===== src/rtl/lsu_ctrl_pkg.sv =====
// Shared types and helpers for the load/store unit controller:
// FSM state encoding, funct3 size codes, error codes and lane helpers.
package lsu_ctrl_pkg;

   typedef enum logic [1:0] {
      ST_IDLE = 2'd0,
      ST_REQ  = 2'd1,
      ST_WAIT = 2'd2,
      ST_RESP = 2'd3
   } state_t;

   localparam logic [2:0] F3_B  = 3'b000;
   localparam logic [2:0] F3_H  = 3'b001;
   localparam logic [2:0] F3_W  = 3'b010;
   localparam logic [2:0] F3_BU = 3'b100;
   localparam logic [2:0] F3_HU = 3'b101;

   localparam logic [1:0] ERR_NONE     = 2'b00;
   localparam logic [1:0] ERR_MISALIGN = 2'b01;
   localparam logic [1:0] ERR_ILLEGAL  = 2'b10;
   localparam logic [1:0] ERR_TIMEOUT  = 2'b11;

   // Unsigned sizes exist only for loads.
   function automatic logic f3_illegal(input logic we, input logic [2:0] f3);
      logic res;
      case (f3)
         F3_B, F3_H, F3_W: res = 1'b0;
         F3_BU, F3_HU:     res = we;
         default:          res = 1'b1;
      endcase
      return res;
   endfunction

   function automatic logic misaligned(input logic [2:0] f3, input logic [1:0] off);
      logic res;
      case (f3)
         F3_H, F3_HU: res = off[0];
         F3_W:        res = (off != 2'b00);
         default:     res = 1'b0;
      endcase
      return res;
   endfunction

   function automatic logic [3:0] be_gen(input logic we, input logic [2:0] f3, input logic [1:0] off);
      logic [3:0] res;
      if (!we) begin
         res = 4'b0000;
      end else begin
         case (f3)
            F3_B:    res = 4'b0001 << off;
            F3_H:    res = 4'b0011 << off;
            F3_W:    res = 4'b1111;
            default: res = 4'b0000;
         endcase
      end
      return res;
   endfunction

   function automatic logic [31:0] wdata_gen(input logic [2:0] f3, input logic [31:0] wdata);
      logic [31:0] res;
      case (f3)
         F3_B:    res = {4{wdata[7:0]}};
         F3_H:    res = {2{wdata[15:0]}};
         default: res = wdata;
      endcase
      return res;
   endfunction

endpackage


===== src/rtl/lsu_ctrl_extract.sv =====
// Load lane selection and sign/zero extension of the returned memory word.
module lsu_extract
   import lsu_ctrl_pkg::*;
(
   input  logic [31:0] rdata_i,
   input  logic [1:0]  off_i,
   input  logic [2:0]  funct3_i,
   output logic [31:0] data_o
);

   logic [7:0]  byte_s;
   logic [15:0] half_s;

   always_comb begin
      byte_s = 8'h00;
      case (off_i)
         2'b00:   byte_s = rdata_i[7:0];
         2'b01:   byte_s = rdata_i[15:8];
         2'b10:   byte_s = rdata_i[23:16];
         2'b11:   byte_s = rdata_i[31:24];
         default: byte_s = 8'h00;
      endcase
      if (off_i[1]) begin
         half_s = rdata_i[31:16];
      end else begin
         half_s = rdata_i[15:0];
      end
      case (funct3_i)
         F3_B:    data_o = {{24{byte_s[7]}}, byte_s};
         F3_H:    data_o = {{16{half_s[15]}}, half_s};
         F3_W:    data_o = rdata_i;
         F3_BU:   data_o = {24'h000000, byte_s};
         F3_HU:   data_o = {16'h0000, half_s};
         default: data_o = 32'h0000_0000;
      endcase
   end

endmodule


===== src/rtl/lsu_ctrl.sv =====
// Load/store unit controller: accepts one memory operation at a time, issues
// a single memory request, waits for read data and reports completion/errors.
module lsu_ctrl
   import lsu_ctrl_pkg::*;
#(
   parameter int MEM_TIMEOUT = 255
) (
   input  logic        i_clk,
   input  logic        i_rst_n,
   input  logic        i_valid,
   input  logic        i_we,
   input  logic [2:0]  i_funct3,
   input  logic [31:0] i_addr,
   input  logic [31:0] i_wdata,
   input  logic        i_kill,
   output logic        o_ready,
   output logic        o_done,
   output logic [31:0] o_ld_data,
   output logic [1:0]  o_err,
   output logic        o_mem_req,
   output logic        o_mem_we,
   output logic [31:0] o_mem_addr,
   output logic [31:0] o_mem_wdata,
   output logic [3:0]  o_mem_be,
   input  logic        i_mem_gnt,
   input  logic        i_mem_rvalid,
   input  logic [31:0] i_mem_rdata
);

   localparam int CW = $clog2(MEM_TIMEOUT + 1);
   localparam logic [CW-1:0] CNT_LAST = CW'(MEM_TIMEOUT - 1);

   state_t        state_q, state_d;
   logic          we_q;
   logic [2:0]    f3_q;
   logic [31:0]   addr_q;
   logic [31:0]   wdata_q;
   logic [CW-1:0] cnt_q, cnt_d;
   logic [1:0]    err_q, err_d;
   logic [31:0]   ld_data_q, ld_data_d;
   logic          accept_s;
   logic [31:0]   extract_s;

   assign accept_s = i_valid && (state_q == ST_IDLE);

   lsu_extract u_extract (
      .rdata_i  (i_mem_rdata),
      .off_i    (addr_q[1:0]),
      .funct3_i (f3_q),
      .data_o   (extract_s)
   );

   // State, counter and response registers
   always_ff @(posedge i_clk or negedge i_rst_n) begin
      if (!i_rst_n) begin
         state_q   <= ST_IDLE;
         cnt_q     <= '0;
         err_q     <= ERR_NONE;
         ld_data_q <= 32'h0000_0000;
      end else begin
         state_q   <= state_d;
         cnt_q     <= cnt_d;
         err_q     <= err_d;
         ld_data_q <= ld_data_d;
      end
   end

   // Operation capture; only written on accept so later input changes are ignored
   always_ff @(posedge i_clk or negedge i_rst_n) begin
      if (!i_rst_n) begin
         we_q    <= 1'b0;
         f3_q    <= 3'b000;
         addr_q  <= 32'h0000_0000;
         wdata_q <= 32'h0000_0000;
      end else if (accept_s) begin
         we_q    <= i_we;
         f3_q    <= i_funct3;
         addr_q  <= i_addr;
         wdata_q <= i_wdata;
      end else begin
         we_q    <= we_q;
         f3_q    <= f3_q;
         addr_q  <= addr_q;
         wdata_q <= wdata_q;
      end
   end

   // Next-state logic; kill only matters while the request is still outstanding
   always_comb begin
      state_d   = state_q;
      cnt_d     = cnt_q;
      err_d     = err_q;
      ld_data_d = ld_data_q;
      case (state_q)
         ST_IDLE: begin
            if (accept_s) begin
               err_d     = ERR_NONE;
               ld_data_d = 32'h0000_0000;
               cnt_d     = '0;
               if (f3_illegal(i_we, i_funct3)) begin
                  state_d = ST_RESP;
                  err_d   = ERR_ILLEGAL;
               end else if (misaligned(i_funct3, i_addr[1:0])) begin
                  state_d = ST_RESP;
                  err_d   = ERR_MISALIGN;
               end else begin
                  state_d = ST_REQ;
               end
            end else begin
               state_d = ST_IDLE;
            end
         end
         ST_REQ: begin
            if (i_kill) begin
               state_d = ST_IDLE;
               cnt_d   = '0;
            end else if (i_mem_gnt) begin
               cnt_d = '0;
               if (we_q) begin
                  state_d = ST_RESP;
               end else begin
                  state_d = ST_WAIT;
               end
            end else if (cnt_q == CNT_LAST) begin
               state_d = ST_RESP;
               err_d   = ERR_TIMEOUT;
            end else begin
               cnt_d = cnt_q + CW'(1);
            end
         end
         ST_WAIT: begin
            if (i_mem_rvalid) begin
               state_d   = ST_RESP;
               ld_data_d = extract_s;
            end else if (cnt_q == CNT_LAST) begin
               state_d = ST_RESP;
               err_d   = ERR_TIMEOUT;
            end else begin
               cnt_d = cnt_q + CW'(1);
            end
         end
         ST_RESP: begin
            state_d   = ST_IDLE;
            cnt_d     = '0;
            err_d     = ERR_NONE;
            ld_data_d = 32'h0000_0000;
         end
         default: begin
            state_d   = ST_IDLE;
            cnt_d     = '0;
            err_d     = ERR_NONE;
            ld_data_d = 32'h0000_0000;
         end
      endcase
   end

   // Outputs decoded from registered state only
   always_comb begin
      o_ready     = (state_q == ST_IDLE);
      o_done      = (state_q == ST_RESP);
      o_mem_req   = (state_q == ST_REQ);
      if (state_q == ST_RESP) begin
         o_err     = err_q;
         o_ld_data = ld_data_q;
      end else begin
         o_err     = ERR_NONE;
         o_ld_data = 32'h0000_0000;
      end
      if (state_q == ST_REQ) begin
         o_mem_we    = we_q;
         o_mem_addr  = {addr_q[31:2], 2'b00};
         o_mem_wdata = wdata_gen(f3_q, wdata_q);
         o_mem_be    = be_gen(we_q, f3_q, addr_q[1:0]);
      end else begin
         o_mem_we    = 1'b0;
         o_mem_addr  = 32'h0000_0000;
         o_mem_wdata = 32'h0000_0000;
         o_mem_be    = 4'b0000;
      end
   end

endmodule


===== config.mk =====
export PLATFORM = sky130hd
export DESIGN_NAME = lsu_ctrl
export DESIGN_NICKNAME = d
export VERILOG_FILES = /design/src/rtl/lsu_ctrl_pkg.sv /design/src/rtl/lsu_ctrl_extract.sv /design/src/rtl/lsu_ctrl.sv
export SDC_FILE = /design/constraint.sdc
export NUM_CORES = 1
export LEC_CHECK = 0
export CAP_MARGIN = 10
export CORE_ASPECT_RATIO = 0.6
export CORE_MARGIN = 10
export CORE_UTILIZATION = 46
export DETAILED_ROUTE_END_ITERATION = 16
export PLACE_DENSITY = 0.85
export SKIP_CTS_REPAIR_TIMING = 1
export SLEW_MARGIN = 20
export SYNTH_ARGS = -nofsm -noshare
export SYNTH_HDL_FRONTEND = slang
export SYNTH_SLANG_ARGS = --single-unit

===== constraint.sdc =====
create_clock -name i_clk -period 2.15 [get_ports i_clk]
set_input_delay 0.215 -clock i_clk [delete_from_list [all_inputs] [get_ports i_clk]]
set_output_delay 0.215 -clock i_clk [all_outputs]
set_load 0.05 [all_outputs]

# Yosys cells after proc, flatten, opt, wreduce, memory -nomap -nowiden
# Index checks and enable logic that the tools add are counted.
# Widths: inputs -> output; s select.
# word_totals
wordCells	89
out_inout_bits	106
input_bits	106
ff_bits	112
# classes
add_sub_neg	1
reduce_logical	13
muxes	45
shifts	2
n_eq_ne	20
# op_table
cell	count
$mux 32	5
$pmux 32 s5	1
$pmux 32 s3	1
$pmux 32 s2	1
$pmux 8 s4	2
$mux 8	5
$mux 2	14
$mux 16	1
$pmux 2 s4	2
$eq 3x3->1 const B	4
$pmux 4 s3	1
$add 8x1->8 const B	1
$eq 2x2->1 const B	4
$eq 8x8->1 const B	1
$mux 1	8
$mux 4	2
$ne 2x2->1 const B	4
$eq 3x1->1 const B	2
$eq 3x2->1 const B	2
$logic_not 3->1	2
$eq 2x1->1 const B	2
$logic_not 2->1	2
$pmux 1 s2	2
$reduce_and 4->1	1
10 further kinds	11

# Logic depth before layout (Yosys ltp)
# logic_depth
ltp_word	12
mapped_depth	9
ltp_nobuf	6

# By module
# Synthesis repeated with hierarchy kept, for this count alone.
# unflattened
cells_unflattened	688
area_unflattened_um2	6711.4
# by_module_without_submodules
module	cells_per_inst	instances	seq_area_each_um2	area_each_um2
lsu_ctrl	565	1	2802.7	5775.5
lsu_extract	123	1	0.0	935.9

# Worst setup path before layout
# OpenSTA, ideal clock, no wires.
# synth_path
kind	flip-flop to output port
start	register state_q[1]
end	output port o_mem_be[1]
setup_slack_ns	-1.971
path_stages_with_launch	6
t_arrival_ns	3.906
cell_sequence	dfrtp_1 -> inv_1 -> ha_1 -> clkbuf_1 -> nand2_1 -> a2111oi_0
# synth_via
elab_chain_len	2
# synth_rtl
item	line_no	text
from (decl)	lsu_ctrl.sv:33	state_t state_q, state_d;
from (signal assigned)	lsu_ctrl.sv:61	state_q <= state_d;
$eq 2x1->1	--	
via o_mem_req	lsu_ctrl.sv:20	output logic o_mem_req,
$mux 4	lsu_ctrl.sv:169	if (state_q == ST_REQ) begin
to (decl)	lsu_ctrl.sv:24	output logic [3:0] o_mem_be,
# The timed path passes the listed nets, and every way through them passes these cells.

# Worst setup path after layout
# layout_path
start	register state_q[1]
end	output port o_mem_wdata[23]
# layout_via
elab_chain_len	2
# layout_rtl
item	line_no	text
$eq 2x1->1	lsu_ctrl.sv:169	
$mux 32	lsu_ctrl.sv:169	
to (decl)	lsu_ctrl.sv:23	output logic [31:0] o_mem_wdata,
# No other way between the ends.

==> key figures <==
Outcome
  • Status: finished, final reports clean

Detailed routing
  • Routed len/inst: 22.80 um
  • Antenna viol nets, final: 0
  • DRT Wirelength: 21160 um
  • Average vias per placed instance: 5.817
  • DR pass1 iterations: 5
  • Via count: 5398
  • DRC: 0
  • Initial DRC Count: 446

Critical path
  • Worst Path Required: 1.93 ns
  • Worst stage delay on the critical path: 0.42 ns
  • Max FO, Critical Path: 38
  • Kind of critical path: reg -> out
  • Depth of the most critical reg-to-reg path: 6
  • Critical-path cell list: inv_1, ha_4, buf_6, a21boi_2, buf_12
  • Crit end category: output pin
  • R2r startpoint: state_q[1]
  • Worst setup SP type: flop
  • Critical path's slowest cell: dfrtp_1
  • Worst Path Arrival: 1.88 ns
  • Worst setup startpoint: state_q[1]

Placed design
  • Port Buf Inserts: 209
  • Routability congestion estimate: 0.9798
  • Post-place setup slack: -0.005444 ns
  • Post-DP HPWL: 16680 um

Clocking
  • Clock latency on the worst-skew pair: 0.34 ns
  • CTS sink cnt: 112
  • CTS tree: done
  • Number of H-tree levels: 3
  • Clock slew seen by the registers of the worst setup and hold paths: 0.08 ns
  • CTS root buffer: clkbuf_16
  • Num CTS Buffers: 9
  • Clock tree buffer depth: 2

Synth
  • Sequential area share after synthesis: 45.53%
  • Synth Flop Type: dfrtp_1
  • FFs w/ async S/R, synth: 100.0%
  • Synth Instances: 549
  • Seq cells post-synth: 112
  • EDFF count, synth: 0
  • Cell area after synthesis: 6156 sq um
  • Synth Area per Inst: 11.21 sq um
  • Distinct cells, synth: 58
  • Warnings, synthesis: 0

STA
  • Final Max Slew Viols: 0
  • Final worst slack: 0.05663 ns
  • WHS: 0.4263 ns
  • RSZ-0062 raised after global routing: no
  • Period utilisation layout: 97.37%
  • Final setup violating endpoints: 0
  • Least-Margin Pin Slew: 0.6935 ns
  • Highest clock rate: 0.4777 GHz
  • Slew HR: 53.51%
  • Final hold violations: 0
  • Tmin final: 2.093 ns
  • Setup Skew: 0.006989 ns

Power and ir drop
  • Worst VDD drop: 0.8838 mV
  • Pwr per Cell Area: 1515 nW/um^2
  • Pleak: 4.325 nW

Layout
  • Share of cells above drive strength 1: 34.30%
  • Diode count: 0
  • Area growth syn-to-layout: 60.77%
  • Fin nets: 866

Flow run
  • Max-cap violation count: 0

GRT
  • GRT overflow: 0
  • Number of global-route vias before repair: 5738
  • GR Util All Layers: 22.12%
  • Largest net degree at the start of global routing: 63
  • Initial antenna violation count: 0
  • First-pass GRT wire length: 32870 um

Die
  • Die area: 18560 sq um
  • I/O pin count: 212
  • Die width: 169.3 um
  • Core area: 12970 sq um
  • Core Rows: 32
  • Die Y: 109.6 um
  • Starting Density: 47.45%

Worst hold path
  • HP Class: in -> async
critical path, delay by kind of cell (launching register included):
family	cells	cell delay, ns
flops	1	0.42
fa+ha+maj	1	0.19
compound gates	1	0.32
buf+inv	3	0.58
metal layers:
metal	wire length [um]	share of wire [%]	GRT usage (%)	vias to the layer above
li1	-	-	-	2399
met5	0	0	0	-
met4	242	1.1	3.558	0
met2	10030	47	37.18	305
met1	8512	40	26.72	2672
met3	2368	11	9.230	22
layout make-up:
type,count,area [sq um]
timing repair buffer,233,3321
multi-input combinational,382,3211
fill,838,3075
sequential,112,2804
clock buffer,11,252.7
tap,170,212.7
inverter,15,56.30
clock inverter,5,40.04
power by group:
group	switching, mW	total, mW	internal (mW)
clock	0.788	1.65	0.861
sequential	0.665	3.62	2.96
combinational	5.26	9.73	4.47
registers in the layout, summed over array words and instances (netlist names):
signal / flops
addr_q: 32
cnt_q: 8
wdata_q: 32
f3_q: 3
state_q: 2
err_q: 2
we_q: 1
ld_data_q: 32
per-stage QoR:
step | util, % | cells | power [mW] | cell area (sq um) | TNS, ns
finish | 76.29 | 928 | 15.00 | 9897 | 0
global route | 76.29 | 928 | 15.67 | 9897 | 0
CTS | 75.87 | 926 | 15.00 | 9842 | -0.1924
detailed placement | 73.61 | 910 | 13.33 | 9549 | -0.005444
global placement | 73.61 | 910 | 12.97 | 9549 | 0
floorplan | - | 550 | 9.117 | 6287 | 0
final timing paths:
path	end	slack, ns
worst max register to register	cnt_q[6]	0.15
worst max-delay path	o_mem_wdata[23]	0.06
worst min-delay path	wdata_q[20]	0.43
max in group asynchronous	f3_q[0]	0.97
worst min register to register	ld_data_q[11]	0.48
min in group i_clk	addr_q[10]	0.48
kinds of logic (layout without fill, tap and decap cells):
family	after synthesis	in the layout	share of synthesized area [%]
simple gates	165	165	14.68
flops	112	112	45.53
other cells	1	2	0.06092
compound gates	111	111	14.07
mux	97	97	19.43
buf+inv	56	264	4.817
fa+ha+maj	7	7	1.423
synth_stat cells (3+ instances only):
| cell | instances | area share (%) |
|---|---|---|
| a222oi_1 | 7 | 1.1 |
| mux2i_1 | 10 | 1.6 |
| ha_1 | 7 | 1.4 |
| o21ai_0 | 12 | 0.98 |
| a21boi_0 | 16 | 2.0 |
| mux4_1 | 6 | 2.6 |
| a221o_1 | 16 | 2.6 |
| and2_1 | 73 | 7.4 |
| buf_6 | 7 | 1.3 |
| and3_1 | 3 | 0.30 |
| buf_1 | 5 | 0.30 |
| a31oi_1 | 5 | 0.51 |
| nor3_1 | 5 | 0.41 |
| a221oi_1 | 9 | 1.3 |
| o211a_1 | 8 | 1.3 |
| clkbuf_1 | 14 | 0.85 |
| a21oi_1 | 8 | 0.65 |
| nand2_1 | 49 | 3.0 |
| buf_2 | 9 | 0.73 |
| o22a_1 | 4 | 0.57 |
| o21ai_1 | 10 | 0.81 |
| nand3_1 | 5 | 0.41 |
| nor2_2 | 3 | 0.30 |
| dfrtp_1 | 112 | 46 |
| buf_4 | 4 | 0.49 |
| nor2_1 | 9 | 0.55 |
| and4_1 | 3 | 0.43 |
| mux2_2 | 78 | 14 |
| inv_1 | 15 | 0.91 |
layout by cell type (no fill, tap or decap), types with 7 or more instances in the layout:
| cell | count |
|---|---|
| a21boi_2 | 16 |
| a21oi_1 | 8 |
| a221o_1 | 16 |
| a221oi_1 | 9 |
| a222oi_1 | 7 |
| and2_1 | 73 |
| buf_12 | 104 |
| buf_4 | 22 |
| clkbuf_16 | 9 |
| clkdlybuf4s50_1 | 104 |
| dfrtp_1 | 111 |
| inv_1 | 15 |
| mux2_2 | 78 |
| mux2i_1 | 10 |
| nand2_1 | 47 |
| nor2_1 | 9 |
| o211a_1 | 8 |
| o21ai_0 | 11 |
| o21ai_1 | 10 |
Power figures use the tool's default switching activity.
